File: config.mk
export PLATFORM = sky130hd
export DESIGN_NAME = echo_app_active_q_flat
export DESIGN_NICKNAME = d
export VERILOG_FILES = /design/src/rtl/echo_app_active_q_if.sv /design/src/rtl/echo_app_active_q.sv /design/src/flat_wrapper.sv
export SDC_FILE = /design/constraint.sdc
export NUM_CORES = 2
export LEC_CHECK = 0
export CAP_MARGIN = 40
export CORE_ASPECT_RATIO = 1.1
export CORE_MARGIN = 4
export CORE_UTILIZATION = 33
export DETAILED_ROUTE_END_ITERATION = 6
export GPL_ROUTABILITY_DRIVEN = 1
export PLACE_DENSITY_LB_ADDON = 0.3
export SLEW_MARGIN = 30
export SYNTH_ARGS = -nofsm -noshare
export SYNTH_HDL_FRONTEND = slang
export SYNTH_SLANG_ARGS = --single-unit
File: constraint.sdc
create_clock -name clk -period 6.3 [get_ports clk]
set_input_delay 0.63 -clock clk [delete_from_list [all_inputs] [get_ports clk]]
set_output_delay 0.63 -clock clk [all_outputs]
set_load 0.005 [all_outputs]
File: src/rtl/echo_app_active_q_if.sv
// Handshake bundle between the flow-ID active queue, its setup/teardown notifiers
// and echo_app_rx_msg_if. The slave modport is the queue side.
interface echo_app_active_q_if #(
    parameter int FLOWID_W = 7
);
    logic                new_flow_active_q_val;
    logic [FLOWID_W-1:0] new_flow_active_q_flowid;
    logic                active_q_new_flow_rdy;
    logic                flow_close_active_q_val;
    logic [FLOWID_W-1:0] flow_close_active_q_flowid;
    logic                active_q_msg_if_empty;
    logic                msg_if_active_q_rd_req;
    logic [FLOWID_W-1:0] active_q_msg_if_rd_data;
    logic                msg_if_active_q_wr_req;
    logic [FLOWID_W-1:0] msg_if_active_q_wr_data;
    logic                active_q_msg_if_wr_rdy;

    modport slave (
        input  new_flow_active_q_val, new_flow_active_q_flowid,
        input  flow_close_active_q_val, flow_close_active_q_flowid,
        input  msg_if_active_q_rd_req, msg_if_active_q_wr_req, msg_if_active_q_wr_data,
        output active_q_new_flow_rdy, active_q_msg_if_empty, active_q_msg_if_rd_data,
        output active_q_msg_if_wr_rdy
    );

    modport master (
        output new_flow_active_q_val, new_flow_active_q_flowid,
        output flow_close_active_q_val, flow_close_active_q_flowid,
        output msg_if_active_q_rd_req, msg_if_active_q_wr_req, msg_if_active_q_wr_data,
        input  active_q_new_flow_rdy, active_q_msg_if_empty, active_q_msg_if_rd_data,
        input  active_q_msg_if_wr_rdy
    );
endinterface

File: src/rtl/echo_app_active_q.sv
// Active-flow scheduling queue: one slot per flow ID, closed flows are skipped at the head.
// Optional statistics counters are enabled with the ECHO_ACTIVE_Q_STATS_EN macro.
module echo_app_active_q #(
    parameter int FLOWID_W = 7
) (
    input  logic                 clk,
    input  logic                 rst_n,
    echo_app_active_q_if.slave   q
`ifdef ECHO_ACTIVE_Q_STATS_EN
    ,
    output logic [31:0]          active_q_stat_dup_drops,
    output logic [31:0]          active_q_stat_stale_discards,
    output logic [FLOWID_W:0]    active_q_stat_high_water
`endif
);
    localparam int DEPTH = 2 ** FLOWID_W;
    localparam logic [FLOWID_W:0] FULL = (FLOWID_W + 1)'(DEPTH);

    logic [FLOWID_W-1:0] mem_q [DEPTH];
    logic [FLOWID_W-1:0] head_q, head_d, tail_q, tail_d;
    logic [FLOWID_W:0]   count_q, count_d;
    logic [DEPTH-1:0]    inq_q, inq_d, open_q, open_d;
    logic [FLOWID_W-1:0] head_id, enq_id;
    logic                stale, empty, pop, deq, enq, req_inq, closing;

    always_comb begin
        head_id = mem_q[head_q];
        stale   = (count_q != '0) && !open_q[head_id];
        empty   = (count_q == '0) || stale;
        pop     = q.msg_if_active_q_rd_req && !empty;
        deq     = pop || stale;

        enq     = 1'b0;
        enq_id  = '0;
        req_inq = 1'b0;
        closing = 1'b0;
        open_d  = open_q;
        inq_d   = inq_q;

        // Requeue wins the single write slot; a flow popped this cycle may be requeued at once.
        if (q.msg_if_active_q_wr_req) begin
            enq_id  = q.msg_if_active_q_wr_data;
            closing = q.flow_close_active_q_val && (q.flow_close_active_q_flowid == enq_id);
            req_inq = inq_q[enq_id] && !(pop && (head_id == enq_id));
            enq     = open_q[enq_id] && !req_inq && !closing;
        end else if (q.new_flow_active_q_val) begin
            enq_id  = q.new_flow_active_q_flowid;
            closing = q.flow_close_active_q_val && (q.flow_close_active_q_flowid == enq_id);
            if (!closing) begin
                open_d[enq_id] = 1'b1;
                enq            = !inq_q[enq_id];
            end
        end

        if (q.flow_close_active_q_val) open_d[q.flow_close_active_q_flowid] = 1'b0;
        if (deq) inq_d[head_id] = 1'b0;
        if (enq) inq_d[enq_id] = 1'b1;

        head_d  = head_q + FLOWID_W'(deq);
        tail_d  = tail_q + FLOWID_W'(enq);
        count_d = count_q + (FLOWID_W + 1)'(enq) - (FLOWID_W + 1)'(deq);
    end

    always_ff @(posedge clk or negedge rst_n) begin
        if (!rst_n) begin
            head_q  <= '0;
            tail_q  <= '0;
            count_q <= '0;
            inq_q   <= '0;
            open_q  <= '0;
        end else begin
            head_q  <= head_d;
            tail_q  <= tail_d;
            count_q <= count_d;
            inq_q   <= inq_d;
            open_q  <= open_d;
        end
    end

    // Storage needs no reset: count and the bitmaps decide what is valid.
    always_ff @(posedge clk) begin
        if (rst_n && enq) mem_q[tail_q] <= enq_id;
    end

    assign q.active_q_msg_if_empty   = empty;
    assign q.active_q_msg_if_rd_data = empty ? '0 : head_id;
    assign q.active_q_msg_if_wr_rdy  = rst_n;
    assign q.active_q_new_flow_rdy   = rst_n & ~q.msg_if_active_q_wr_req;

    no_overflow: assert property (@(posedge clk) disable iff (!rst_n)
        !(enq && !deq && (count_q == FULL)))
        else $fatal(1, "echo_app_active_q: enqueue with queue full");

`ifdef ECHO_ACTIVE_Q_STATS_EN
    logic [31:0]       dup_q, dup_d, stale_cnt_q, stale_cnt_d;
    logic [FLOWID_W:0] hw_q, hw_d;
    logic              dup_drop;

    // Any write-port attempt that did not land in the queue is a drop.
    always_comb begin
        dup_drop    = (q.msg_if_active_q_wr_req || q.new_flow_active_q_val) && !enq;
        dup_d       = dup_q + 32'(dup_drop && (dup_q != '1));
        stale_cnt_d = stale_cnt_q + 32'(stale && (stale_cnt_q != '1));
        hw_d        = (count_q > hw_q) ? count_q : hw_q;
    end

    always_ff @(posedge clk or negedge rst_n) begin
        if (!rst_n) begin
            dup_q       <= '0;
            stale_cnt_q <= '0;
            hw_q        <= '0;
        end else begin
            dup_q       <= dup_d;
            stale_cnt_q <= stale_cnt_d;
            hw_q        <= hw_d;
        end
    end

    assign active_q_stat_dup_drops      = dup_q;
    assign active_q_stat_stale_discards = stale_cnt_q;
    assign active_q_stat_high_water     = hw_q;
`endif
endmodule

File: src/flat_wrapper.sv
// flat-port wrapper written by rule: the top's interface ports become plain ports
module echo_app_active_q_flat 
#(
    parameter int FLOWID_W = 7
)
  (clk, rst_n, q_new_flow_active_q_val, q_new_flow_active_q_flowid, q_flow_close_active_q_val, q_flow_close_active_q_flowid, q_msg_if_active_q_rd_req, q_msg_if_active_q_wr_req, q_msg_if_active_q_wr_data, q_active_q_new_flow_rdy, q_active_q_msg_if_empty, q_active_q_msg_if_rd_data, q_active_q_msg_if_wr_rdy);
  echo_app_active_q_if #(.FLOWID_W(FLOWID_W)) q_i ();
  input  logic clk;
  input  logic rst_n;
  input wire logic [$bits(q_i.new_flow_active_q_val)-1:0] q_new_flow_active_q_val;
  input wire logic [$bits(q_i.new_flow_active_q_flowid)-1:0] q_new_flow_active_q_flowid;
  input wire logic [$bits(q_i.flow_close_active_q_val)-1:0] q_flow_close_active_q_val;
  input wire logic [$bits(q_i.flow_close_active_q_flowid)-1:0] q_flow_close_active_q_flowid;
  input wire logic [$bits(q_i.msg_if_active_q_rd_req)-1:0] q_msg_if_active_q_rd_req;
  input wire logic [$bits(q_i.msg_if_active_q_wr_req)-1:0] q_msg_if_active_q_wr_req;
  input wire logic [$bits(q_i.msg_if_active_q_wr_data)-1:0] q_msg_if_active_q_wr_data;
  output wire logic [$bits(q_i.active_q_new_flow_rdy)-1:0] q_active_q_new_flow_rdy;
  output wire logic [$bits(q_i.active_q_msg_if_empty)-1:0] q_active_q_msg_if_empty;
  output wire logic [$bits(q_i.active_q_msg_if_rd_data)-1:0] q_active_q_msg_if_rd_data;
  output wire logic [$bits(q_i.active_q_msg_if_wr_rdy)-1:0] q_active_q_msg_if_wr_rdy;
  assign q_i.new_flow_active_q_val = q_new_flow_active_q_val;
  assign q_i.new_flow_active_q_flowid = q_new_flow_active_q_flowid;
  assign q_i.flow_close_active_q_val = q_flow_close_active_q_val;
  assign q_i.flow_close_active_q_flowid = q_flow_close_active_q_flowid;
  assign q_i.msg_if_active_q_rd_req = q_msg_if_active_q_rd_req;
  assign q_i.msg_if_active_q_wr_req = q_msg_if_active_q_wr_req;
  assign q_i.msg_if_active_q_wr_data = q_msg_if_active_q_wr_data;
  assign q_active_q_new_flow_rdy = q_i.active_q_new_flow_rdy;
  assign q_active_q_msg_if_empty = q_i.active_q_msg_if_empty;
  assign q_active_q_msg_if_rd_data = q_i.active_q_msg_if_rd_data;
  assign q_active_q_msg_if_wr_rdy = q_i.active_q_msg_if_wr_rdy;
  echo_app_active_q #(.FLOWID_W(FLOWID_W)) u_core (.clk(clk), .rst_n(rst_n), .q(q_i));
endmodule
==> qor.csv <==
metric;value;unit
status;complete, no violations;
firstDrtPassIters;6;
startpoint_type;flop;
avgSynthCellArea;15.2;um^2
grt_max_degree;133;
n_fill_cell;14600;
cts-root-buf;clkbuf_16;
end_kind;primary output;
dpl.hpwl;104000;um
worstSetupPathType;reg -> out;
io_pins;37;
nNetsFinal;3813;
cts_max_level;3;
hold_viol_final;0;
synth_cell_types;87;
p_sw;10.9;mW
hold_path.class;in -> async;
die_width;388;um
finClkSkew;0.0590;ns
period_share;0.995;
wire_per_inst;27.3;um
io_buffers;36;
power.density;466;nW/um^2
syn_to_final_growth;18.3;%
synthMostInstantiatedCell;edfxtp_1;
drc;0;
met2_length;79100;um
cts_buffers;118;
crit_path_max_fanout;14;
initial_core_util;0.332;
worstMarginPinSlew;0.857;ns
met3WireLength;11100;um
p_int;18.0;mW
synthCells;3447;
clk_path_buf_depth;3;
synth-edff-count;896;
required;5.67;ns
grt_antenna_before_repair;0;
drt_iter0_drc;3957;
gr-total-overflow;0;
vdd_drop_max;0.753;mV
clkPwrFrac;0.246;
max_slew_margin;0.424;
postRouteAntennaNets;0;
utilization;0.393;
synth_area_leader_cell;edfxtp_1;
pwr-share-seq;0.315;
synth_warnings;0;
core-area;158000;um^2
wl_met1;65700;um
fp.dieH;426;um
async_flop_share;0.237;
synth_top_cell_area_share;0.513;
ys.flop_type;edfxtp_1;
max_freq;159;MHz
post_dp_cell_area;57400;um^2
ys_top_cells_by_count;896 x edfxtp_1, 285 x a21oi_1, 278 x dfrtp_1, 268 x mux4_2, 254 x nand2_1;
rrSetupSlack;0.46;ns
cts_tree;done;
first_global_vias;33700;
maxUsedRoutingLayer;met4;
grt.total_usage;0.192;
syn_area;52400;um^2
num_vias;33700;
share_comb_of_total_power;0.439;
avgViaCountPerCell;5.67;
ys_seq_area_frac;0.646;
leakage;21.8;nW
crit_top_cell;buf_4;
period_needed;6.27;ns
cts_sinks;1174;
cap_violations;0;
swShare;0.377;
synth-seq-cells;1174;
cp.arrival;5.64;ns
synth_area_leaders;edfxtp_1 51%, dfrtp_1 13%, mux4_2 12%;
critPathSlowestCell;dfrtp_4;
syn_nets;3490;
final_area;62000;um^2
maxSlewViolCount;0;
routed_wl;163000;um
grt_pass1_wl;237000;um
grt_setup_unrepaired;true;
place_congestion;0.882;
path_cells;buf_4 -> nor2b_1 -> buf_4 -> a22oi_1 -> a311o_1 -> buf_4 -> a31oi_2 -> nor2_1 -> buf_4 -> a221oi_2 -> o22ai_2 -> o311a_1 -> buf_4 -> nor2_1 -> and3_4 -> buf_4 -> and2_4 -> clkdlybuf4s50_1;
slowest_delay;0.55;ns
rows;153;
worstSkewPairLatency;0.77;ns
dieArea;165000;um^2
cts.clk_slew.worst_paths;0.07;ns
drive_gt1_frac;0.255;
setup_violations;0;
==> metal layers <==
metal | global-route usage | vias up
met5 | 0 | -
li1 | - | 14400
met2 | 0.320 | 1540
met4 | 0.0761 | 0
met1 | 0.251 | 17500
met3 | 0.0316 | 338
==> placed cells by master (no fill, tap or decap), types with 12 or more instances in the layout <==
cell type	instances
xnor2_1	27
nand3_1	35
nor2_1	91
nor2b_1	27
edfxtp_1	896
clkinv_1	21
and2_1	18
mux2_2	42
nand2b_1	15
buf_12	25
clkinv_2	22
inv_1	19
mux4_2	268
o31ai_1	130
a221oi_1	19
a22o_1	16
nand2_1	250
mux2i_1	194
dfrtp_1	275
bufinv_16	13
a21oi_1	284
clkbuf_16	121
nand4_1	13
buf_4	343
nor3_1	151
buf_6	19
a31oi_1	12
ha_1	15
o21ai_0	140
clkbuf_1	17
clkdlybuf4s50_1	25
o221ai_1	18
a22oi_1	50
==> repair_timing <==
action                     4_1_cts  5_1_grt
setup endpoints to repair        8        8
setup buffers                   24        5
hold buffers                     1        0
resized for setup               30       37
pin swaps                        8       12
hold endpoints to repair        35        0
cloned                           1        3
==> power by group through the flow <==
stage | Combinational (mW) | Clock, mW | Sequential, mW
5_1_grt | 13.3 | 7.58 | 9.12
3_3_place_gp | 11.6 | 0 | 9.27
2_1_floorplan | 7.13 | 0 | 9.06
3_5_place_dp | 11.7 | 0 | 9.27
6_report | 12.7 | 7.12 | 9.09
4_1_cts | 12.2 | 7.25 | 9.07
==> cell type report <==
cell class	instances	area (um^2)	area share
Multi-Input combinational cell	2005	17500	0.282
Clock inverter	72	787	0.0127
Sequential cell	1174	33900	0.546
Antenna cell	1	2.50	0.0000404
Tap cell	2092	2620	0.0422
Timing Repair Buffer	450	4080	0.0657
Clock buffer	140	3110	0.0501
Inverter	21	81.3	0.00131
==> worst max-delay path: cells and delay by family (launching register included) <==
kind	cells	cell delay [ns]
buf+inv	7	1.68
compound gates	6	1.54
simple gates	5	1.09
flops	1	0.55
==> kinds of logic after synthesis <==
family	after synthesis	synth area share
flops	1174	0.646
compound gates	780	0.0943
simple gates	663	0.0589
mux	508	0.162
buf+inv	269	0.0285
xor+xnor	37	0.00618
fa+ha+maj	16	0.00396
==> registers in the layout (all words and copies together) (netlist names) <==
name            cells
u_core.mem_q      896
u_core.open_q     128
u_core.tail_q       7
u_core.head_q       7
u_core.inq_q      128
u_core.count_q      8
==> final timing paths <==
kind,start,end,depth (start not counted)
worst max-delay path,u_core.head_q[1]$_DFF_PN0_,q_active_q_msg_if_rd_data[1],18
worst min-delay path,rst_n,u_core.open_q[61]$_DFF_PN0_,2
worst max register to register,u_core.head_q[1]$_DFF_PN0_,u_core.mem_q[63][3]$_DFFE_PP_,20
worst min register to register,u_core.inq_q[123]$_DFF_PN0_,u_core.inq_q[123]$_DFF_PN0_,2
max in group asynchronous,rst_n,u_core.inq_q[123]$_DFF_PN0_,5
min in group clk,q_new_flow_active_q_flowid[0],u_core.open_q[121]$_DFF_PN0_,3
==> stage by stage <==
stage	power (mW)	setup WS [ns]	TNS [ns]	cells	hold slack [ns]
after floorplan	16.2	0.00778	0	3447	0.334
after global placement	20.9	0.151	0	5682	0.492
after detailed placement	21.0	0.136	0	5702	0.503
after CTS	28.5	-0.00919	-0.0255	5940	0.318
after global routing	30.0	-0.0414	-0.0927	5954	0.360
final	28.9	0.0300	0	5955	0.351
No activity file was read; power rests on OpenSTA's default activity.
